--- config.mk ---
export PLATFORM = sky130hd
export DESIGN_NAME = uart_echo_tester_flat
export DESIGN_NICKNAME = d
export VERILOG_FILES = /design/src/rtl/uart_echo_tester_if.sv /design/src/rtl/uart_echo_tester.sv /design/src/flat_wrapper.sv
export SDC_FILE = /design/constraint.sdc
export NUM_CORES = 1
export LEC_CHECK = 0
export BUFFER_PORTS_ARGS = -buffer_cell sky130_fd_sc_hd__buf_2
export CAP_MARGIN = 10
export CELL_PAD_IN_SITES_DETAIL_PLACEMENT = 2
export CELL_PAD_IN_SITES_GLOBAL_PLACEMENT = 2
export CORE_MARGIN = 8
export CORE_UTILIZATION = 31
export CTS_CLUSTER_DIAMETER = 100
export DETAILED_ROUTE_END_ITERATION = 6
export PLACE_DENSITY = 0.79
export SLEW_MARGIN = 25
export SYNTH_ARGS = -nofsm -noshare
export SYNTH_HDL_FRONTEND = slang
export SYNTH_SLANG_ARGS = --single-unit
export TNS_END_PERCENT = 100
--- constraint.sdc ---
create_clock -name clk -period 4.4 [get_ports clk]
set_input_delay 0 -clock clk [delete_from_list [all_inputs] [get_ports clk]]
set_output_delay 0 -clock clk [all_outputs]
set_load 0.05 [all_outputs]
--- src/rtl/uart_echo_tester_if.sv ---
// Tester-side bundle: run control/status plus the uart_send / uart_recv handshake.
// master = the tester core, slave = the surrounding board/bench logic.
interface uart_echo_tester_if;
  logic        start;
  logic        tx_busy;
  logic        send_en;
  logic [7:0]  send_data;
  logic        recv_done;
  logic [7:0]  recv_data;
  logic        busy;
  logic        done;
  logic        pass;
  logic [7:0]  err_cnt;
  logic [15:0] byte_cnt;
  logic        timeout_seen;

  modport master (
    input  start, tx_busy, recv_done, recv_data,
    output send_en, send_data, busy, done, pass, err_cnt, byte_cnt, timeout_seen
  );

  modport slave (
    output start, tx_busy, recv_done, recv_data,
    input  send_en, send_data, busy, done, pass, err_cnt, byte_cnt, timeout_seen
  );
endinterface

--- src/rtl/uart_echo_tester.sv ---
// UART loopback initiator: sends SEED+k, checks each echo, counts errors/timeouts.
// Strobe one cycle after start; next byte waits for echo (or timeout) and tx_busy low.
module uart_echo_tester #(
  parameter int unsigned NUM_BYTES   = 16,
  parameter logic [7:0]  SEED        = 8'h00,
  parameter int unsigned TIMEOUT_CYC = 20000
) (
  input  logic             clk,
  input  logic             rst_n,
  uart_echo_tester_if.master bus
);

  typedef enum logic [2:0] {
    ST_IDLE,
    ST_SEND,
    ST_WAIT_ECHO,
    ST_GAP,
    ST_DONE
  } state_t;

  localparam logic [15:0] LP_NUM_BYTES = NUM_BYTES[15:0];
  localparam logic [31:0] LP_TIMEOUT   = TIMEOUT_CYC[31:0];

  state_t      r_state;
  logic [31:0] r_tmo_cnt;
  logic        r_send_en;
  logic [7:0]  r_send_data;
  logic        r_busy;
  logic        r_done;
  logic        r_pass;
  logic [7:0]  r_err_cnt;
  logic [15:0] r_byte_cnt;
  logic        r_timeout_seen;

  logic [31:0] w_tmo_nxt;
  logic        w_tmo_hit;
  logic [7:0]  w_err_inc;
  logic        w_last_byte;

  // The counter holds the number of completed wait cycles, so the
  // TIMEOUT_CYC-th cycle after SEND is the one where the next value hits the limit.
  assign w_tmo_nxt   = r_tmo_cnt + 32'd1;
  assign w_tmo_hit   = (w_tmo_nxt == LP_TIMEOUT);
  assign w_err_inc   = (r_err_cnt == 8'hFF) ? r_err_cnt : (r_err_cnt + 8'd1);
  assign w_last_byte = (r_byte_cnt == LP_NUM_BYTES);

  always_ff @(posedge clk or negedge rst_n) begin
    if (!rst_n) begin
      r_state        <= ST_IDLE;
      r_tmo_cnt      <= '0;
      r_send_en      <= 1'b0;
      r_send_data    <= 8'h00;
      r_busy         <= 1'b0;
      r_done         <= 1'b0;
      r_pass         <= 1'b0;
      r_err_cnt      <= '0;
      r_byte_cnt     <= '0;
      r_timeout_seen <= 1'b0;
    end else begin
      r_send_en <= 1'b0;
      r_done    <= 1'b0;
      case (r_state)
        ST_IDLE: begin
          if (bus.start) begin
            r_err_cnt      <= '0;
            r_byte_cnt     <= '0;
            r_timeout_seen <= 1'b0;
            r_pass         <= 1'b0;
            r_send_data    <= SEED;
            r_busy         <= 1'b1;
            r_send_en      <= 1'b1;
            r_state        <= ST_SEND;
          end
        end
        ST_SEND: begin
          r_tmo_cnt <= '0;
          r_state   <= ST_WAIT_ECHO;
        end
        ST_WAIT_ECHO: begin
          r_tmo_cnt <= w_tmo_nxt;
          // An echo landing on the limit cycle takes priority over the timeout.
          if (bus.recv_done) begin
            if (bus.recv_data != r_send_data) begin
              r_err_cnt <= w_err_inc;
            end
            r_byte_cnt <= r_byte_cnt + 16'd1;
            r_state    <= ST_GAP;
          end else if (w_tmo_hit) begin
            r_err_cnt      <= w_err_inc;
            r_timeout_seen <= 1'b1;
            r_byte_cnt     <= r_byte_cnt + 16'd1;
            r_state        <= ST_GAP;
          end
        end
        ST_GAP: begin
          if (!bus.tx_busy) begin
            if (w_last_byte) begin
              r_done  <= 1'b1;
              r_pass  <= (r_err_cnt == 8'd0);
              r_busy  <= 1'b0;
              r_state <= ST_DONE;
            end else begin
              r_send_data <= r_send_data + 8'd1;
              r_send_en   <= 1'b1;
              r_state     <= ST_SEND;
            end
          end
        end
        ST_DONE: begin
          r_state <= ST_IDLE;
        end
        default: begin
          r_state <= ST_IDLE;
        end
      endcase
    end
  end

  assign bus.send_en      = r_send_en;
  assign bus.send_data    = r_send_data;
  assign bus.busy         = r_busy;
  assign bus.done         = r_done;
  assign bus.pass         = r_pass;
  assign bus.err_cnt      = r_err_cnt;
  assign bus.byte_cnt     = r_byte_cnt;
  assign bus.timeout_seen = r_timeout_seen;

endmodule

--- src/flat_wrapper.sv ---
// flat-port wrapper written by rule: the top's interface ports become plain ports
module uart_echo_tester_flat 
#(
  parameter int unsigned NUM_BYTES   = 16,
  parameter logic [7:0]  SEED        = 8'h00,
  parameter int unsigned TIMEOUT_CYC = 20000
)
  (clk, rst_n, bus_start, bus_tx_busy, bus_recv_done, bus_recv_data, bus_send_en, bus_send_data, bus_busy, bus_done, bus_pass, bus_err_cnt, bus_byte_cnt, bus_timeout_seen);
  uart_echo_tester_if bus_i ();
  input  logic clk;
  input  logic rst_n;
  input wire logic [$bits(bus_i.start)-1:0] bus_start;
  input wire logic [$bits(bus_i.tx_busy)-1:0] bus_tx_busy;
  input wire logic [$bits(bus_i.recv_done)-1:0] bus_recv_done;
  input wire logic [$bits(bus_i.recv_data)-1:0] bus_recv_data;
  output wire logic [$bits(bus_i.send_en)-1:0] bus_send_en;
  output wire logic [$bits(bus_i.send_data)-1:0] bus_send_data;
  output wire logic [$bits(bus_i.busy)-1:0] bus_busy;
  output wire logic [$bits(bus_i.done)-1:0] bus_done;
  output wire logic [$bits(bus_i.pass)-1:0] bus_pass;
  output wire logic [$bits(bus_i.err_cnt)-1:0] bus_err_cnt;
  output wire logic [$bits(bus_i.byte_cnt)-1:0] bus_byte_cnt;
  output wire logic [$bits(bus_i.timeout_seen)-1:0] bus_timeout_seen;
  assign bus_i.start = bus_start;
  assign bus_i.tx_busy = bus_tx_busy;
  assign bus_i.recv_done = bus_recv_done;
  assign bus_i.recv_data = bus_recv_data;
  assign bus_send_en = bus_i.send_en;
  assign bus_send_data = bus_i.send_data;
  assign bus_busy = bus_i.busy;
  assign bus_done = bus_i.done;
  assign bus_pass = bus_i.pass;
  assign bus_err_cnt = bus_i.err_cnt;
  assign bus_byte_cnt = bus_i.byte_cnt;
  assign bus_timeout_seen = bus_i.timeout_seen;
  uart_echo_tester #(.NUM_BYTES(NUM_BYTES), .SEED(SEED), .TIMEOUT_CYC(TIMEOUT_CYC)) u_core (.clk(clk), .rst_n(rst_n), .bus(bus_i));
endmodule
# Word-level counts from Yosys, hierarchy flattened
# Cells that the tools add are included.
# word_totals
output_inout_bits,37
inputBits,13
ff_bits,72
# op_classes
n_reduce_logical,11
n_addsub,4
eq_ne,15
muxes,38
# ops
cell,count
$pmux W32 S2,1
$mux W8,7
$mux W16,3
$add A32 B1 Y32 const B,1
$eq A32 B15 Y1 const B,1
$pmux W16 S2,1
$pmux W8 S2,2
$add A16 B1 Y16 const B,1
$add A8 B1 Y8 const B,2
$eq A16 B5 Y1 const B,1
$reduce_and A4 Y1,4
$mux W3,5
$mux W1,14
$pmux W3 S4,1
$eq A8 B8 Y1 const B,1
$logic_not A8 Y1,1
$ne A2 B2 Y1 const B,4
$ne A8 B8 Y1,1
$pmux W1 S2,4
$eq A3 B2 Y1 const B,2
$ne A3 B2 Y1 const B,2
$reduce_and A3 Y1,2
$reduce_bool A2 Y1,3
$ne A2 B1 Y1 const B,2
other kinds (2),2

# Depth between registers and ports, before layout
# Gate-level depths: netlist (run 1).
# depth
word_depth,5
depth_mapped,11

# Least setup slack after synthesis (run 1)
# OpenSTA, ideal clock, no wires.
# synth_timing
path_kind,register to register
start,register u_core.r_tmo_cnt[0]
end,register u_core.r_err_cnt[1] (netlist: u_core.bus.err_cnt[1])
t_required_ns,4.261
arrival_time_ns,2.963
slack_ns,1.298
n_path_buf,2
path_stages_with_launch,12
path_cell_list,dfrtp_1 > ha_1 > buf_4 > and4_1 > nand2_2 > or4_4 > or2_4 > a2111oi_4 > nand3_2 > buf_6 > a211oi_1 > o32ai_1
# synth_via
elab_chain_len,4
# synth_rtl
element,line_no,rtl
start: declaration,uart_echo_tester.sv:25,logic [31:0] r_tmo_cnt;
start signal: assignment,uart_echo_tester.sv:80,r_tmo_cnt <= w_tmo_nxt;
$add A32 B1 Y32,uart_echo_tester.sv:42,assign w_tmo_nxt = r_tmo_cnt + 32'd1;
$eq A32 B15 Y1,uart_echo_tester.sv:43,assign w_tmo_hit = (w_tmo_nxt == LP_TIMEOUT);
$ne A3 B2 Y1 (no source line),--,
$reduce_and A4 Y1 (no source line),--,
end signal: assignment,uart_echo_tester.sv:84,r_err_cnt <= w_err_inc;
end signal: assignment,uart_echo_tester.sv:89,r_err_cnt <= w_err_inc;
end: declaration,uart_echo_tester.sv:31,logic [7:0] r_err_cnt;
# Every way passes these cells.
# A chain may end at the register's enable or synchronous reset.

# Worst setup path after layout (run 1)
# layout_timing
start,register u_core.r_tmo_cnt[0]
end,register u_core.r_err_cnt[6] (netlist: u_core.bus.err_cnt[6])
# The elaborated chain is that of the path after synthesis.

==> flow_summary.json, run 1 <==
{
  "status": "finished, final reports clean",
  "use_met1": 0.206,
  "wirelength_microns": 16700,
  "start_util": 0.312,
  "synth-xor-area-share": 0.0269,
  "critPathKind": "register to register",
  "grt_util_met3": 0.0292,
  "seq_area_frac_synth": 0.368,
  "synth-simple-area-share": 0.272,
  "final_cells": 821,
  "nNetsFinal": 620,
  "ir_drop_v": 0.000244,
  "period_needed_ns": 3.93,
  "synth_common_cells": "dfrtp_1, o21ai_0, nand2_1",
  "fin_crit_sh": 0.894,
  "grt_first_pass_wirelength_microns": 27800,
  "synth_seq_cells": 72,
  "r2r_cells": 9,
  "synth.avg_cell_area_sq_um": 8.58,
  "synth-adder-area-share": 0.0179,
  "drt_iter0_drc": 194,
  "fmax_mhz": 254,
  "drive_above_1_share": 0.164,
  "dp.final_hpwl_microns": 11700,
  "r2r-end": "u_core.bus.err_cnt[6]",
  "rows": 46,
  "r2r_slack_ns": 0.47,
  "die_y_microns": 142,
  "min_path_type": "input pin to register",
  "yosysMostFrequentCell": "dfrtp_1",
  "core-area_sq_mm": 0.0157,
  "grt_pass1_vias": 5225,
  "netlist_area_sq_mm": 0.00489,
  "whs_path_depth": 4,
  "required_ns": 4.61,
  "cp_data_arrival_time_ns": 4.15,
  "power_density_mw_per_mm2": 526,
  "crit_path_max_fanout": 16,
  "crit_path_start_kind": "register",
  "ys.flop_type": "dfrtp_1",
  "async_flop_share": 1.00,
  "synth-edff-count": 0,
  "clock-root-buffer": "clkbuf_16",
  "dr.pass1.iters": 4,
  "syn_nets": 590,
  "synth-compound-area-share": 0.246,
  "synth.top_cell.area_share": 0.368,
  "final_antenna_net_count": 0,
  "hp-start": "bus_start",
  "synth_mux_area_frac": 0.0192,
  "num_antenna_cells": 0,
  "slew_headroom": 0.430,
  "rsz0062_at_grt": "false",
  "yosysTopAreaCell": "dfrtp_1",
  "finalPower_w": 0.00296,
  "synth_top_family_by_area": "simple AND/OR/NAND/NOR gates",
  "grt.busiest_layer": "met2",
  "p_leak_nw": 2.36,
  "fin_tns_setup_ns": 0,
  "die_w_microns": 142,
  "grt_util_met2": 0.302,
  "cts_sinks": 72,
  "cts_tree": "done",
  "dieArea_sq_mm": 0.0200,
  "clockBufferDepth": 2,
  "area_growth_pct": 15.2,
  "via_per_inst": 5.82,
  "ios": 50,
  "grt_usage": 0.171,
  "r2r_start": "u_core.r_tmo_cnt[0]",
  "min_to": "u_core.r_state[0]",
  "gp_congestion": 0.829,
  "endpoint_kind": "register",
  "placed_cells": 803,
  "tightest_slew_ns": 0.855,
  "path_clk_slew_ns": 0.06,
  "finClkSkew_ns": 0.00982,
  "cts_buffers": 9,
  "yosysWarnings": 0,
  "fillers": 1803,
  "slew_violations": 0,
  "hold_viol": 0,
  "routedWlPerCell_microns": 20.3,
  "yosys.cell_types.count": 70,
  "htreeDepth": 3,
  "drc": 0,
  "vias": 4776,
  "port-buffer-count": 49,
  "antenna_found_initial": 0,
  "grt_max_degree": 73,
  "final-setup-viol-count": 0,
  "maxCapViolCount": 0,
  "overflow": 0,
  "syn_inst": 570,
  "clk_latency_ns": 0.35,
  "synth_area_leaders": "dfrtp_1, o21ai_0, nand2_1"
}
-- flip-flops by register name (all words and copies together), names as in the netlist --
signal                   count
u_core.bus.busy              1
u_core.bus.send_en           1
u_core.bus.done              1
u_core.bus.timeout_seen      1
u_core.r_state               3
u_core.bus.byte_cnt         16
u_core.r_tmo_cnt            32
u_core.bus.err_cnt           8
u_core.bus.send_data         8
u_core.bus.pass              1
-- per-stage QoR --
step / utilization / instance area (sq um) / worst slack, ns / hold slack, ns
finish: 0.360 / 5630 / 0.468 / 0.0993
global route: 0.360 / 5630 / 0.223 / 0.121
CTS: 0.360 / 5630 / 0.469 / 0.0895
detailed placement: 0.337 / 5280 / 0.575 / 0.225
global placement: 0.337 / 5280 / 0.728 / 0.217
floorplan: - / 4890 / 1.30 / -0.296
-- where the power goes --
part           internal, W  switching, W  leakage [nW]
Sequential        0.000757      0.000165         0.979
Combinational     0.000311      0.000903          1.22
Clock             0.000529      0.000299         0.159
Total              0.00160       0.00137          2.36
-- cell usage in the layout, fill, tap and decap left out, types with 3 or more instances in the layout --
cell type and n:
dfrtp_1 72, o21ai_0 59, nand2_1 48, buf_2 48
nor2_1 44, nand3_1 24, a31oi_1 24, nand4_1 22
nor4_1 19, inv_1 15, a21oi_1 15, nor3_1 14
o31ai_1 13, a21o_1 13, and3_1 12, clkbuf_16 9
xor2_1 8, nor3b_1 8, o41ai_1 8, or3_1 7
xnor2_1 7, ha_1 7, buf_4 7, mux2i_1 6
and2_1 6, a2111oi_0 4, or2_2 4, nand2b_1 4
nor4b_1 4, o32a_1 4, and4_1 3, mux2_2 3
o2111ai_1 3, o211ai_1 3, o41ai_2 3
-- kinds of logic (layout without fill, tap and decap cells) --
kind of cell | Yosys count | count (layout)
xor gates and xnor gates | 15 | 15
buffers and inverters | 54 | 89
muxes | 9 | 9
and+or+nand+nor | 242 | 242
AOI/OAI and AO/OA | 171 | 171
adders and majority gates | 7 | 7
DFF | 72 | 72
-- layer usage --
layer,part of all wire,vias up
met5,0,-
met4,0.014,0
met2,0.49,62
met3,0.034,14
met1,0.46,2469
li1,-,2231
-- final cells by class --
type,instances,area (sq um),area share
inverter,15,56.3,0.00999
clock inverter,4,76.3,0.0135
clock buffer,12,256,0.0455
timing repair buffer,58,324,0.0575
sequential,72,1800,0.320
tap,216,270,0.0480
multi-input combinational,444,2850,0.506
-- timing repair --
item / 4_1_cts / 5_1_grt
setup buffers: 0 / 0
endpoints found under the hold margin: 76 / 0
gates resized for setup: 0 / 0
hold buffers: 2 / 0
-- worst max-delay path: stages (launching register included) --
cell,delay [ns]
dfrtp_1,0.44
ha_1,0.36
nand4_2,0.27
nor4_2,0.72
o211ai_1,0.18
a21boi_0,0.20
a2111oi_4,0.45
nand3_2,0.46
a2111oi_0,0.57
o21ai_0,0.14
-- how the worst max path moves through the flow --
stage,start,end,slack (ns),cells past startpoint
after floorplan,u_core.r_tmo_cnt[0],u_core.bus.err_cnt[1],1.30,11
after global placement,u_core.r_tmo_cnt[0],u_core.bus.err_cnt[5],0.73,9
after detailed placement,u_core.r_tmo_cnt[0],u_core.bus.err_cnt[6],0.57,9
after CTS,u_core.r_tmo_cnt[0],u_core.bus.err_cnt[6],0.47,9
after global routing,u_core.r_tmo_cnt[0],u_core.bus.err_cnt[6],0.22,9
final,u_core.r_tmo_cnt[0],u_core.bus.err_cnt[6],0.47,9
No activity file was read; power rests on OpenSTA's default activity.
==> inputs of run 2 (changes only) <==
--- a/config.mk
+++ b/config.mk
@@ -10,10 +10,10 @@
 export CELL_PAD_IN_SITES_DETAIL_PLACEMENT = 2
 export CELL_PAD_IN_SITES_GLOBAL_PLACEMENT = 2
 export CORE_MARGIN = 8
-export CORE_UTILIZATION = 31
+export CORE_UTILIZATION = 30
 export CTS_CLUSTER_DIAMETER = 100
 export DETAILED_ROUTE_END_ITERATION = 6
-export PLACE_DENSITY = 0.79
+export PLACE_DENSITY = 0.77
 export SLEW_MARGIN = 25
 export SYNTH_ARGS = -nofsm -noshare
 export SYNTH_HDL_FRONTEND = slang
==> run 2 against run 1 <==
Compared with the run above:
- maximum frequency is 1.6% higher
- first-iteration DRC count grew 8.8%
- count of clock-buffer cells in the layout fell by 1
- clock skew shrank 0.0020 ns
- global-route usage shrank 0.32 points
- clock power is 2.7% higher
- sequential share of layout area about the same
==> flow_summary.json, run 2 (synthesized netlist as in run 1, its figures left out) <==
{
  "fin_crit_sh": 0.879,
  "regMostFlops": "u_core.r_tmo_cnt",
  "gp_congestion": 0.816,
  "num_antenna_cells": 0,
  "period_needed_ns": 3.87,
  "clk_latency_ns": 0.35,
  "required_ns": 4.62,
  "rows": 46,
  "dp.final_hpwl_microns": 11600,
  "start_util": 0.308,
  "htreeDepth": 3,
  "wirelength_microns": 16600,
  "endpoint_kind": "register",
  "drc": 0,
  "hold_viol": 0,
  "slew_violations": 0,
  "drt_iter0_drc": 211,
  "final_common_cell": "dfrtp_1",
  "drive_above_1_share": 0.161,
  "grt_first_pass_wirelength_microns": 27600,
  "dieArea_sq_mm": 0.0206,
  "most-common-layout-cells": "dfrtp_1, o21ai_0, nand2_1, buf_2, nor2_1",
  "dr.pass1.iters": 5,
  "critPathKind": "register to register",
  "routedWlPerCell_microns": 20.3,
  "grt_max_degree": 73,
  "power_density_mw_per_mm2": 530,
  "via_per_inst": 5.82,
  "tightest_slew_ns": 1.05,
  "path_clk_slew_ns": 0.06,
  "grt_pass1_vias": 5212,
  "nNetsFinal": 619,
  "min_path_type": "input pin to register",
  "cts_buffers": 9,
  "multi_input_area_sq_mm": 0.00285,
  "clockBufferDepth": 2,
  "die_w_microns": 144,
  "fillers": 1846,
  "fin_ws_ns": 0.531,
  "ios": 50,
  "rsz0062_at_grt": "false",
  "overflow": 0,
  "ir_drop_v": 0.000274,
  "regArea_sq_mm": 0.00180,
  "maxCapViolCount": 0,
  "cts_tree": "done",
  "die_y_microns": 144,
  "p_leak_nw": 2.35,
  "final-setup-viol-count": 0,
  "slew_headroom": 0.295,
  "fin_tns_setup_ns": 0,
  "largest_register_ffs": 32,
  "vias": 4769,
  "antenna_found_initial": 0,
  "port-buffer-count": 49,
  "cp_data_arrival_time_ns": 4.09,
  "fmax_mhz": 258,
  "clock-root-buffer": "clkbuf_16",
  "area_growth_pct": 15.2,
  "core-area_sq_mm": 0.0159,
  "crit_path_start_kind": "register",
  "cts_sinks": 72,
  "place_ws_ns": 0.504,
  "final_antenna_net_count": 0,
  "finClkSkew_ns": 0.00782,
  "status": "finished, final reports clean",
  "finalPower_w": 0.00299,
  "grt_usage": 0.168,
  "crit_path_max_fanout": 16
}
==> run 2: cell count changes in the layout (fill, tap and decap cells not counted), sizes merged <==
cell,change
buf,-1
bufinv,+1
clkbuf,-1
clkinv,-1
clkinvlp,+1
==> run 2: stage by stage <==
| stage | utilization | area (sq um) | cells | hold WS (ns) |
|---|---|---|---|---|
| 5_1_grt | 0.355 | 5630 | 820 | 0.116 |
| 6_report | 0.355 | 5630 | 820 | 0.0965 |
| 3_5_place_dp | 0.332 | 5270 | 802 | 0.221 |
| 4_1_cts | 0.354 | 5630 | 820 | 0.0974 |
| 2_1_floorplan | - | 4890 | 570 | -0.296 |
| 3_3_place_gp | 0.332 | 5270 | 802 | 0.226 |
==> run 2: final cells by class <==
| cell class | instances | area share |
|---|---|---|
| multi-input cells | 444 | 0.506 |
| flip-flops and latches | 72 | 0.320 |
| repair buffers | 57 | 0.0562 |
| well taps | 216 | 0.0480 |
| clock buffers | 11 | 0.0413 |
| clock inverters | 5 | 0.0187 |
| inverters | 15 | 0.0100 |
==> run 2: metal layers <==
metal,track usage,wire length [microns],vias to the layer above
li1,-,-,2231
met1,0.201,7280,2434
met2,0.295,8240,82
met3,0.0375,874,20
met4,0.0432,209,2
met5,0.0157,37,-
==> run 2: path summary, 6_finish.rpt <==
path,slack (ns),end,start,depth (start not counted)
worst max-delay path,0.53,u_core.bus.err_cnt[6],u_core.r_tmo_cnt[0],9
min in group asynchronous,0.25,u_core.bus.byte_cnt[15],rst_n,2
worst min-delay path,0.1,u_core.r_state[0],bus_start,4
worst min register to register,0.48,u_core.bus.pass,u_core.bus.pass,2
max in group asynchronous,3.66,u_core.r_tmo_cnt[3],rst_n,2
worst max register to register,0.53,u_core.bus.err_cnt[6],u_core.r_tmo_cnt[0],9
==> run 2: power breakdown <==
group | total (W) | internal [W] | switching [W]
Clock | 0.000850 | 0.000554 | 0.000296
Combinational | 0.00121 | 0.000310 | 0.000903
Sequential | 0.000923 | 0.000757 | 0.000167
Total | 0.00299 | 0.00162 | 0.00137
==> run 2: worst max-delay path: stages, from the launching register on <==
cell and delay (ns):
dfrtp_1 0.43, ha_1 0.36, nand4_2 0.28, nor4_2 0.71, o211ai_1 0.19, a21boi_0 0.20, a2111oi_4 0.45, nand3_2 0.46
a2111oi_0 0.51, o21ai_0 0.14
==> run 2: what timing repair did <==
item,in CTS,in global routing
hold buffers,2,0
setup buffers,0,0
gates resized for setup,0,0
hold endpoints to repair,76,0
==> inputs of run 3 (changes only) <==
--- a/config.mk
+++ b/config.mk
@@ -7,13 +7,13 @@
 export LEC_CHECK = 0
 export BUFFER_PORTS_ARGS = -buffer_cell sky130_fd_sc_hd__buf_2
 export CAP_MARGIN = 10
-export CELL_PAD_IN_SITES_DETAIL_PLACEMENT = 2
-export CELL_PAD_IN_SITES_GLOBAL_PLACEMENT = 2
+export CELL_PAD_IN_SITES_DETAIL_PLACEMENT = 0
+export CELL_PAD_IN_SITES_GLOBAL_PLACEMENT = 1
 export CORE_MARGIN = 8
 export CORE_UTILIZATION = 30
 export CTS_CLUSTER_DIAMETER = 100
 export DETAILED_ROUTE_END_ITERATION = 6
-export PLACE_DENSITY = 0.77
+export PLACE_DENSITY = 0.66
 export SLEW_MARGIN = 25
 export SYNTH_ARGS = -nofsm -noshare
 export SYNTH_HDL_FRONTEND = slang
==> run 3 against run 2 <==
Compared with the run above:
- core utilization shrank 0.24 points
- clock skew grew 0.00063 ns
- maximum frequency grew 4.7%
- critical endpoint is now u_core.bus.byte_cnt[15]
==> flow_summary.json, run 3 (synthesized netlist as in run 1, its figures left out) <==
{
  "path_clk_slew_ns": 0.06,
  "ir_drop_v": 0.000477,
  "die_w_microns": 144,
  "rows": 46,
  "multi_input_area_sq_mm": 0.00285,
  "required_ns": 4.63,
  "maxCapViolCount": 0,
  "grt_pass1_vias": 4260,
  "finClkSkew_ns": 0.00845,
  "p_leak_nw": 2.34,
  "grt_max_degree": 73,
  "fin_tns_setup_ns": 0,
  "antenna_found_initial": 0,
  "regArea_sq_mm": 0.00180,
  "path_cells": "ha_1 -> nand4_2 -> nor4_2 -> o211ai_1 -> a21boi_0 -> a2111oi_4 -> and3_1 -> o21ai_2 -> buf_4 -> a211o_1",
  "dp.final_hpwl_microns": 9370,
  "r2r_start": "u_core.r_tmo_cnt[0]",
  "rsz0062_at_grt": "false",
  "drc": 0,
  "gp_congestion": 0.815,
  "nNetsFinal": 619,
  "hp-start": "bus_start",
  "vias": 4588,
  "core-area_sq_mm": 0.0159,
  "final_antenna_net_count": 0,
  "area_growth_pct": 14.4,
  "cts_sinks": 72,
  "fin_crit_sh": 0.840,
  "status": "finished, final reports clean",
  "wirelength_microns": 13600,
  "clk_latency_ns": 0.34,
  "via_per_inst": 5.60,
  "grt_first_pass_wirelength_microns": 22500,
  "slew_violations": 0,
  "clock-root-buffer": "clkbuf_16",
  "clockBufferDepth": 2,
  "fillers": 1658,
  "hold_viol": 0,
  "htreeDepth": 3,
  "drive_above_1_share": 0.164,
  "critPathKind": "register to register",
  "final-setup-viol-count": 0,
  "die_y_microns": 144,
  "min_to": "u_core.r_state[0]",
  "port-buffer-count": 49,
  "cts_buffers": 9,
  "post_cts_buffers": 0,
  "dieArea_sq_mm": 0.0206,
  "cts_tree": "done",
  "r2r_cells": 10,
  "min_path_type": "input pin to register",
  "overflow": 0,
  "grt_usage": 0.135,
  "period_needed_ns": 3.70,
  "routedWlPerCell_microns": 16.6,
  "final_common_cell": "dfrtp_1",
  "endpoint_kind": "register",
  "whs_path_depth": 4,
  "num_antenna_cells": 0,
  "drt_iter0_drc": 348,
  "cts.hold.buffers_added": 2,
  "slew_headroom": 0.480,
  "r2r_slack_ns": 0.70,
  "cts_resized": 0,
  "dr.pass1.iters": 5,
  "tightest_slew_ns": 0.777,
  "r2r-end": "u_core.bus.byte_cnt[15]",
  "most-common-layout-cells": "dfrtp_1, o21ai_0, nand2_1, buf_2, nor2_1",
  "start_util": 0.308,
  "hold_ws_ns": 0.115,
  "fmax_mhz": 271,
  "largest_register_ffs": 32,
  "cp_slowest_cell": "nor4_2",
  "power_density_mw_per_mm2": 502,
  "crit_path_max_fanout": 11,
  "cp_data_arrival_time_ns": 3.92,
  "crit_path_start_kind": "register",
  "ios": 50,
  "regMostFlops": "u_core.r_tmo_cnt",
  "slowest_delay_ns": 0.67
}
## run 3: changes by cell type in the layout (fill, tap and decap cells not counted)
cell,change
clkinv_4,+2
clkbuf_1,-2
nor2_1,-1
nor2_2,+1
clkinvlp_4,-2
bufinv_16,-2
clkbuf_8,+1
clkinv_2,+2
## run 3: routing by layer
metal	share of wire	up-vias	track usage
met1	0.47	2212	0.184
li1	-	2237	-
met4	0.011	0	0.0260
met3	0.066	14	0.0368
met5	0	-	0
met2	0.45	125	0.209
## run 3: through the flow
stage / setup slack, ns / utilization / cell area (sq um) / power, W / instances
CTS: 0.735 / 0.352 / 5590 / 0.00284 / 819
floorplan: 1.30 / - / 4890 / 0.00175 / 570
global route: 0.383 / 0.352 / 5590 / 0.00299 / 819
global placement: 0.748 / 0.332 / 5270 / 0.00208 / 802
finish: 0.704 / 0.352 / 5590 / 0.00281 / 819
detailed placement: 0.742 / 0.332 / 5270 / 0.00208 / 802
## run 3: layout make-up
class / instances / area share
clock buffer: 10 / 0.0427
sequential: 72 / 0.322
timing repair buffer: 57 / 0.0566
clock inverter: 5 / 0.0103
multi-input combinational: 444 / 0.510
inverter: 15 / 0.0101
tap: 216 / 0.0483
## run 3: worst max path at each step
stage | start | end | slack [ns] | depth (start not counted)
5_1_grt | u_core.r_tmo_cnt[0] | u_core.bus.err_cnt[5] | 0.38 | 9
2_1_floorplan | u_core.r_tmo_cnt[0] | u_core.bus.err_cnt[1] | 1.30 | 11
3_5_place_dp | u_core.r_tmo_cnt[0] | u_core.bus.byte_cnt[15] | 0.74 | 10
3_3_place_gp | u_core.r_tmo_cnt[0] | u_core.bus.err_cnt[5] | 0.75 | 9
6_report | u_core.r_tmo_cnt[0] | u_core.bus.byte_cnt[15] | 0.70 | 10
4_1_cts | u_core.r_tmo_cnt[0] | u_core.bus.byte_cnt[15] | 0.73 | 10
## run 3: critical path: cells and delay by family (launching register included)
| kind | cells | cell delay, ns |
|---|---|---|
| fa+ha+maj | 1 | 0.35 |
| simple gates | 3 | 1.25 |
| compound gates | 5 | 1.32 |
| buf+inv | 1 | 0.24 |
| flops | 1 | 0.42 |
## run 3: report_power, final
part	switching, W	internal (W)	total, W
Sequential	0.000156	0.000757	0.000913
Clock	0.000284	0.000451	0.000735
Combinational	0.000853	0.000309	0.00116
Total	0.00129	0.00152	0.00281
